## src/rtl/dm_arb_pkg.sv

```systemverilog
`default_nettype none
// ============================================================================
// Module      : dm_arb_pkg
// Description : Shared types and constants for the data-memory arbiter:
//               FSM state encoding, requester port ids and default widths.
// Revision    : 1.0 - initial release
// ============================================================================
package dm_arb_pkg;

    // Arbiter FSM states, explicitly one bit wide.
    typedef enum logic [0:0] {
        ARB  = 1'b0,
        LOCK = 1'b1
    } arb_state_t;

    // Requester ids; also the encoding of the round-robin pointer.
    localparam logic PORT_CORE = 1'b0;
    localparam logic PORT_LDR  = 1'b1;

    // Default geometry of the shared data memory and the lock burst limit.
    localparam int DEF_AW       = 8;
    localparam int DEF_DW       = 8;
    localparam int DEF_LOCK_MAX = 16;

endpackage
`default_nettype wire

```

## src/rtl/dm_arb_rr.sv

```systemverilog
`default_nettype none
// ============================================================================
// Module      : dm_arb_rr
// Description : Two-way round-robin picker. With a single request that
//               requester is chosen; with both, the port that was not
//               granted most recently (the one i_ptr does not name) wins.
// Ports       : i_req_core - core request
//               i_req_ldr  - loader request
//               i_ptr      - port id of the most recent grant
//               o_gnt      - one-hot grant, bit 0 = core, bit 1 = loader
// Revision    : 1.0 - initial release
// ============================================================================
module dm_arb_rr
    import dm_arb_pkg::*;
(
    input  logic       i_req_core,
    input  logic       i_req_ldr,
    input  logic       i_ptr,
    output logic [1:0] o_gnt
);

    always_comb begin
        o_gnt = 2'b00;
        if (i_req_core && i_req_ldr) begin
            o_gnt = (i_ptr == PORT_LDR) ? 2'b01 : 2'b10;
        end else begin
            o_gnt = {i_req_ldr, i_req_core};
        end
    end

endmodule
`default_nettype wire

```

## src/rtl/dm_arbiter.sv

```systemverilog
`default_nettype none
// ============================================================================
// Module      : dm_arbiter
// Description : Arbitrates a single-port data memory between a core and a
//               loader. Round-robin in ARB; the loader may hold the memory
//               in LOCK for up to LOCK_MAX consecutive grants. Read data is
//               returned one cycle after a granted read.
// Ports       : clk, reset (sync, active low)
//               c_req/c_we/c_addr/c_wdata -> c_gnt, c_rdata, c_rvalid
//               l_req/l_we/l_lock/l_addr/l_wdata -> l_gnt, l_rdata, l_rvalid
//               mem_we/mem_addr/mem_wdata -> memory, mem_rdata <- memory
//               conflict_cnt - saturating count of cycles with a denial
// Revision    : 1.0 - initial release
// ============================================================================
module dm_arbiter
    import dm_arb_pkg::*;
#(
    parameter int AW       = DEF_AW,
    parameter int DW       = DEF_DW,
    parameter int LOCK_MAX = DEF_LOCK_MAX
) (
    input  logic          clk,
    input  logic          reset,
    input  logic          c_req,
    input  logic          c_we,
    input  logic [AW-1:0] c_addr,
    input  logic [DW-1:0] c_wdata,
    output logic          c_gnt,
    output logic [DW-1:0] c_rdata,
    output logic          c_rvalid,
    input  logic          l_req,
    input  logic          l_we,
    input  logic          l_lock,
    input  logic [AW-1:0] l_addr,
    input  logic [DW-1:0] l_wdata,
    output logic          l_gnt,
    output logic [DW-1:0] l_rdata,
    output logic          l_rvalid,
    output logic          mem_we,
    output logic [AW-1:0] mem_addr,
    output logic [DW-1:0] mem_wdata,
    input  logic [DW-1:0] mem_rdata,
    output logic [7:0]    conflict_cnt
);

    localparam int          CW         = $clog2(LOCK_MAX + 1);
    localparam logic [CW-1:0] LOCK_LIMIT = CW'(LOCK_MAX);

    arb_state_t    r_state, w_state_nxt;
    logic [CW-1:0] r_cnt, w_cnt_nxt, w_cnt_inc;
    logic          r_ptr;
    // Set on forced release; blocks re-locking until l_lock is seen low.
    logic          r_block, w_block_nxt;
    logic [1:0]    w_rr_gnt;
    logic          w_held;
    logic          w_c_gnt, w_l_gnt;
    logic          w_denied;
    logic [7:0]    r_conflict;
    logic          r_c_rvalid, r_l_rvalid;
    logic [DW-1:0] r_c_rdata, r_l_rdata;

    dm_arb_rr u_rr (
        .i_req_core (c_req),
        .i_req_ldr  (l_req),
        .i_ptr      (r_ptr),
        .o_gnt      (w_rr_gnt)
    );

    // The lock only holds while the loader keeps both l_req and l_lock
    // high; otherwise this cycle is arbitrated as in ARB, so the core can
    // be granted on the very cycle the loader lets go.
    assign w_held    = (r_state == LOCK) && l_req && l_lock;
    assign w_cnt_inc = r_cnt + CW'(1);

    // ---------------------------------------------------------------- state
    always_ff @(posedge clk) begin
        if (!reset) begin
            r_state <= ARB;
            r_cnt   <= '0;
            r_ptr   <= PORT_LDR;
            r_block <= 1'b0;
        end else begin
            r_state <= w_state_nxt;
            r_cnt   <= w_cnt_nxt;
            r_block <= w_block_nxt;
            if (w_c_gnt) begin
                r_ptr <= PORT_CORE;
            end else if (w_l_gnt) begin
                r_ptr <= PORT_LDR;
            end
        end
    end

    // ----------------------------------------------------------- next state
    always_comb begin
        w_state_nxt = r_state;
        w_cnt_nxt   = r_cnt;
        w_block_nxt = r_block && l_lock;
        case (r_state)
            ARB: begin
                if (w_l_gnt && l_lock && !r_block) begin
                    if (LOCK_MAX > 1) begin
                        w_state_nxt = LOCK;
                        w_cnt_nxt   = CW'(1);
                    end else begin
                        w_block_nxt = 1'b1;
                    end
                end
            end
            LOCK: begin
                if (w_held) begin
                    if (w_cnt_inc >= LOCK_LIMIT) begin
                        w_state_nxt = ARB;
                        w_cnt_nxt   = '0;
                        w_block_nxt = 1'b1;
                    end else begin
                        w_cnt_nxt = w_cnt_inc;
                    end
                end else begin
                    w_state_nxt = ARB;
                    w_cnt_nxt   = '0;
                end
            end
            default: begin
                w_state_nxt = ARB;
                w_cnt_nxt   = '0;
            end
        endcase
    end

    // -------------------------------------------------------------- outputs
    always_comb begin
        w_c_gnt   = 1'b0;
        w_l_gnt   = 1'b0;
        mem_we    = 1'b0;
        mem_addr  = '0;
        mem_wdata = '0;
        if (reset) begin
            if (w_held) begin
                w_l_gnt = 1'b1;
            end else begin
                w_c_gnt = w_rr_gnt[0];
                w_l_gnt = w_rr_gnt[1];
            end
        end
        if (w_c_gnt) begin
            mem_we    = c_we;
            mem_addr  = c_addr;
            mem_wdata = c_wdata;
        end else if (w_l_gnt) begin
            mem_we    = l_we;
            mem_addr  = l_addr;
            mem_wdata = l_wdata;
        end
    end

    // ------------------------------------------------ read return, counters
    assign w_denied = (c_req && !w_c_gnt) || (l_req && !w_l_gnt);

    always_ff @(posedge clk) begin
        if (!reset) begin
            r_c_rvalid <= 1'b0;
            r_l_rvalid <= 1'b0;
            r_c_rdata  <= '0;
            r_l_rdata  <= '0;
            r_conflict <= '0;
        end else begin
            r_c_rvalid <= w_c_gnt && !c_we;
            r_l_rvalid <= w_l_gnt && !l_we;
            if (w_c_gnt && !c_we) begin
                r_c_rdata <= mem_rdata;
            end
            if (w_l_gnt && !l_we) begin
                r_l_rdata <= mem_rdata;
            end
            if (w_denied && (r_conflict != 8'hFF)) begin
                r_conflict <= r_conflict + 8'd1;
            end
        end
    end

    assign c_gnt        = w_c_gnt;
    assign l_gnt        = w_l_gnt;
    assign c_rvalid     = r_c_rvalid;
    assign l_rvalid     = r_l_rvalid;
    assign c_rdata      = r_c_rdata;
    assign l_rdata      = r_l_rdata;
    assign conflict_cnt = r_conflict;

endmodule
`default_nettype wire

```

## config.mk

```make
export PLATFORM = sky130hd
export DESIGN_NAME = dm_arbiter
export DESIGN_NICKNAME = d
export VERILOG_FILES = /design/src/rtl/dm_arb_pkg.sv /design/src/rtl/dm_arb_rr.sv /design/src/rtl/dm_arbiter.sv
export SDC_FILE = /design/constraint.sdc
export NUM_CORES = 1
export LEC_CHECK = 0
export BUFFER_PORTS_ARGS = -buffer_cell sky130_fd_sc_hd__buf_2
export CAP_MARGIN = 30
export CORE_MARGIN = 10
export CORE_UTILIZATION = 30
export CTS_CLUSTER_SIZE = 28
export DETAILED_ROUTE_END_ITERATION = 10
export GPL_TIMING_DRIVEN = 0
export PLACE_DENSITY = 0.61
export SLEW_MARGIN = 20
export SYNTH_ARGS = -nofsm -noshare
export SYNTH_HDL_FRONTEND = slang
export SYNTH_SLANG_ARGS = --single-unit
```

## constraint.sdc

```tcl
create_clock -name clk -period 3.5 [get_ports clk]
set_input_delay 0.175 -clock clk [delete_from_list [all_inputs] [get_ports clk]]
set_output_delay 0.175 -clock clk [all_outputs]
set_load 0.03 [all_outputs]
```

# Word-level counts from Yosys, hierarchy flattened
# Cells that the tools add are included.
# Widths: inputs -> output; s select.
[word_totals] reg_bits=34 input_bits=47 output_inout_bits=45 elab_cells=58
[op_classes] n_addsub=2 n_lt_le_gt_ge=1 eq_ne=2 muxes=25 bitwise=1 reduce_logical=18
[op_table] op="$mux 8" n=4
[op_table] op="$mux 5" n=3
[op_table] op="$mux 1" n=13
[op_table] op="$logic_and 1x1->1" n=11
[op_table] op="$pmux 5 s2" n=1
[op_table] op="$add 8x1->8 const B" n=1
[op_table] op="$ne 8x8->1 const B" n=1
[op_table] op="$add 5x1->5 const B" n=1
[op_table] op="$ge 5x5->1 const B" n=1
[op_table] op="$logic_not 1->1" n=5
[op_table] op="$mux 2" n=2
[op_table] op="$pmux 1 s2" n=2
[op_table] op="$ne 2x2->1 const B" n=1
[op_table] op="$reduce_bool 2->1" n=1
[op_table] op="$logic_or 1x1->1" n=1
[op_table] op="$not 1->1" n=1

# Logic depth before layout (Yosys ltp)
[logic_depth] depth_word=8 mapped_depth=7 mapped_depth_nobuf=5

# By module
# Synthesis repeated with hierarchy kept, for this count alone.
[unflattened] cells_unflattened=193 hier_area_um2=1576.5
[by_module_without_submodules] mod="dm_arbiter" instances=1 cells_per_inst=190 area_each_um2=1557.7 seq_area_each_um2=680.7
[by_module_without_submodules] mod="dm_arb_rr" instances=1 cells_per_inst=3 area_each_um2=18.8 seq_area_each_um2=0.0

# Least setup slack after synthesis
# Ideal clock, no wire load.
[synth_path] kind="reg-to-output" from="reg r_state" to="out mem_addr[0]" t_arrival_ns=1.704 required_time_ns=3.325 path_slack_ns=1.621 stages_incl_launch_ff=8 n_path_buf=3 path_cell_list="dfxtp_1 -> buf_2 -> a21bo_2 -> a21oi_1 -> and2_1 -> buf_2 -> buf_2 -> a22o_1"
[synth_via] elab_cells_between_ends=8 classes_between="mux: 6; reduce/logical: 2"
[synth_lines] item="start: declaration" line="dm_arbiter.sv:49" source="arb_state_t r_state, w_state_nxt;"
[synth_lines] item="start signal: assignment" line="dm_arbiter.sv:83" source="r_state <= w_state_nxt;"
[synth_lines] item="$logic_and 1x1->1 (2 in series)" line="dm_arbiter.sv:72" source="assign w_held = (r_state == LOCK) && l_req && l_lock;"
[synth_lines] item="$mux 1" line="dm_arbiter.sv:139" source="if (w_held) begin"
[synth_lines] item="$mux 1" line="dm_arbiter.sv:138" source="if (reset) begin"
[synth_lines] item="via c_gnt" line="dm_arbiter.sv:28" source="output logic c_gnt,"
[synth_lines] item="$mux 8" line="dm_arbiter.sv:146" source="if (w_c_gnt) begin"
[synth_lines] item="end: declaration" line="dm_arbiter.sv:40" source="output logic [AW-1:0] mem_addr,"
# The timed path passes the listed nets, and every way through them passes these cells.

# Worst setup path in the final report
[layout_path] from="reg r_state" to="out mem_addr[0]"
[layout_via] elab_chain_cells=6 elab_cells_between_ends=8 classes_between="mux: 6; reduce/logical: 2"
[layout_rtl] item="$logic_and 1x1->1 * (2 in series)" line="dm_arbiter.sv:72"
[layout_rtl] item="$mux 1" line="dm_arbiter.sv:139"
[layout_rtl] item="$mux 1" line="dm_arbiter.sv:138"
[layout_rtl] item="$mux 8" line="dm_arbiter.sv:150" source="end else if (w_l_gnt) begin"
[layout_rtl] item="$mux 8 *" line="dm_arbiter.sv:146"
# Every way passes the cells marked *; elsewhere a longest branch is shown, timed or not.

==> results.sh <==
export IMPL_maxSlewViolCount=0
export IMPL_start_kind="register"
export IMPL_path_common_cell="buf_2"
export IMPL_leakage_nw=1.06
export IMPL_timing_fmax_mhz=440
export IMPL_htreeDepth=2
export IMPL_finalCriticalPeriod_ps=2270
export IMPL_drt_wl_total_um=5060
export IMPL_path_cells="buf_2 > nand2_1 > a31oi_1 > buf_2 > a22o_1 > buf_2"
export IMPL_ys_flop_type="dfxtp_1"
export IMPL_cts_root_buffer="clkbuf_8"
export IMPL_clkPwrFrac_pct=31.9
export IMPL_cts_setup_buffers=0
export IMPL_p_int_uw=616
export IMPL_rows=26
export IMPL_clock_skew_ps=2.25
export IMPL_synth_area_sq_mm=0.00159
export IMPL_max_slew_margin_rel_pct=52.9
export IMPL_slowest_stage="a31oi_1"
export IMPL_cts_hold_buf=0
export IMPL_mostFrequentLayoutCells="buf_2, nand2_1, dfxtp_1, o21ai_0, a22o_1"
export IMPL_cp_required_ps=3320
export IMPL_tightest_slew_ps=703
export IMPL_cts_sinks=34
export IMPL_initial_utilization_pct=31.0
export IMPL_ys_seq_elements=34
export IMPL_coreArea_sq_mm=0.00514
export IMPL_power_switching_uw=248
export IMPL_fillers=553
export IMPL_synth_top_family_by_area="compound AO/OA/AOI/OAI gates"
export IMPL_drc_errors=0
export IMPL_cts_made_buffers=5
export IMPL_io_buffers=89
export IMPL_combPwrFrac_pct=20.7
export IMPL_worst_setup_path_end_kind="output pin"
export IMPL_synth_compound_area_share_pct=27.7
export IMPL_post_cts_resized=0
export IMPL_fin_crit_sh_pct=64.9
export IMPL_dpl_hpwl_um=4040
export IMPL_netlist_instances=186
export IMPL_area_delta_synth_final_pct=39.3
export IMPL_run_status="complete, no violations"
export IMPL_die_area_sq_mm=0.00862
export IMPL_yosysSeqAreaShare_pct=42.7
export IMPL_gr_total_overflow=0
export IMPL_wire_per_inst_um=14.4
export IMPL_nets=332
export IMPL_switching_share_pct=28.7
export IMPL_max_stage_delay_ps=560
export IMPL_ant_nets=0
export IMPL_firstDrtPassIters=3
export IMPL_cts_buffer_depth=2
export IMPL_finalSetupViolations=0
export IMPL_grt_max_degree=11
export IMPL_async_reset_ff_share_pct=0
export IMPL_clock_latency_ps=270
export IMPL_synth_edff_count=0
export IMPL_cp_arrival_ps=2100
export IMPL_cp_max_fo=10
export IMPL_final_hold_viol_count=0
export IMPL_rsz0062_at_grt="no"
export IMPL_cellPowerDensity_mw_per_mm2=390
export IMPL_cap_violations=0
export IMPL_antenna_cells=0
export IMPL_fp_dieW_um=92.9
export IMPL_drive_gt1_share_pct=39.0
export IMPL_syn_nets=235
export IMPL_ys_warn_count=0
export IMPL_synth_simple_gate_area_share_pct=19.2
export IMPL_clk_pin_slew_worst_paths_ps=60
export IMPL_antenna_found_initial=0
export IMPL_cts_tree="yes"
export IMPL_drt_iter0_markers=65
export IMPL_grt_pass1_vias=1696
export IMPL_die_h_um=92.9
export IMPL_routabilityCongestion=0.810
export IMPL_yosys_area_share_xor_xnor_pct=1.10
export IMPL_final_common_cell="buf_2"
export IMPL_min_path_type="primary input to register"
export IMPL_syn_area_per_cell_sq_um=8.56
export IMPL_grt_pass1_wl_um=8220
export IMPL_via_per_inst=4.86
export IMPL_fin_tns_setup_ps=0
export IMPL_vias=1709
export IMPL_fin_total_pwr_uw=864
export IMPL_ir_drop_mv=0.252
export IMPL_synth_area_mux_share_pct=1.26
export IMPL_ios=92
export IMPL_grt_total_usage_pct=11.5
export IMPL_synth_fa_ha_area_share_pct=2.91
export IMPL_ys_types=44
export IMPL_seqPwrFrac_pct=47.4
export IMPL_crit_type="register to output pin"
==> synthesized netlist by cell type (2+ instances only) <==
cell,count,area share [%]
a21oi_1,5,1.6
a22o_1,17,9.3
a31oi_1,2,0.79
and2_1,2,0.79
and3_1,2,0.79
buf_2,8,2.5
clkbuf_1,2,0.47
dfxtp_1,34,43
ha_1,2,1.6
inv_1,6,1.4
mux2i_1,2,1.3
nand2_1,40,9.4
nand3_1,6,1.9
nor2_1,4,0.94
nor3_1,4,1.3
nor4_1,2,0.79
o21ai_0,20,6.3
xnor2_1,2,1.1
==> layout make-up <==
type	instances	area, sq um	area share [%]
multi-input cells	134	831	37.5
flip-flops and latches	34	681	30.7
repair buffers	90	455	20.5
well taps	70	87.6	3.95
clock buffers	6	82.6	3.72
plain buffers	11	55.1	2.48
inverters	7	26.3	1.18
==> layer usage <==
metal / vias to the layer above / global-route usage, % / routed length (um)
li1: 870 / - / -
met1: 758 / 13.2 / 2250
met2: 79 / 16.6 / 1960
met3: 2 / 8.15 / 823
met4: 0 / 3.08 / 17
met5: - / 0 / 0
==> path summary, 6_finish.rpt <==
kind	startpoint	endpoint	slack [ps]	depth (start not counted)
setup / recovery	r_state	mem_addr[0]	1230	6
hold / removal	mem_rdata[6]	l_rdata[6]	110	3
setup reg to reg	r_state	l_rdata[7]	1680	6
hold reg to reg	l_rdata[4]	l_rdata[4]	450	2
==> through the flow <==
stage	hold WS [ps]	area (sq um)	cells	utilization (%)	setup WS (ps)
6_report	110	2220	352	43.2	1230
2_1_floorplan	275	1590	186	-	1620
3_3_place_gp	387	2130	345	41.4	1440
3_5_place_dp	393	2140	346	41.6	1520
5_1_grt	109	2220	352	43.2	1010
4_1_cts	99.9	2220	352	43.2	1210
==> sequential cells by signal (all words and copies together), names as in the netlist <==
signal        count
r_ptr             1
l_rvalid          1
r_state           1
c_rvalid          1
c_rdata           8
l_rdata           8
r_block           1
conflict_cnt      8
r_cnt             5
==> kinds of logic after synthesis <==
family,after synthesis
flops,34
mux,2
fa+ha+maj,4
compound gates,59
xor+xnor,2
simple gates,67
buf+inv,18
==> power groups by stage <==
| stage | registers, mW | logic (mW) | clock network [mW] |
|---|---|---|---|
| floorplan | 0.442 | 0.0871 | 0 |
| global placement | 0.417 | 0.178 | 0 |
| detailed placement | 0.418 | 0.181 | 0 |
| CTS | 0.410 | 0.181 | 0.291 |
| global route | 0.412 | 0.198 | 0.300 |
| finish | 0.409 | 0.179 | 0.276 |
==> critical path, delay by kind of cell (launching register included) <==
family          cells  cell delay [ps]
compound gates      2              730
simple gates        1               90
flops               1              300
buf+inv             3              700
No activity file was read; power rests on OpenSTA's default activity.
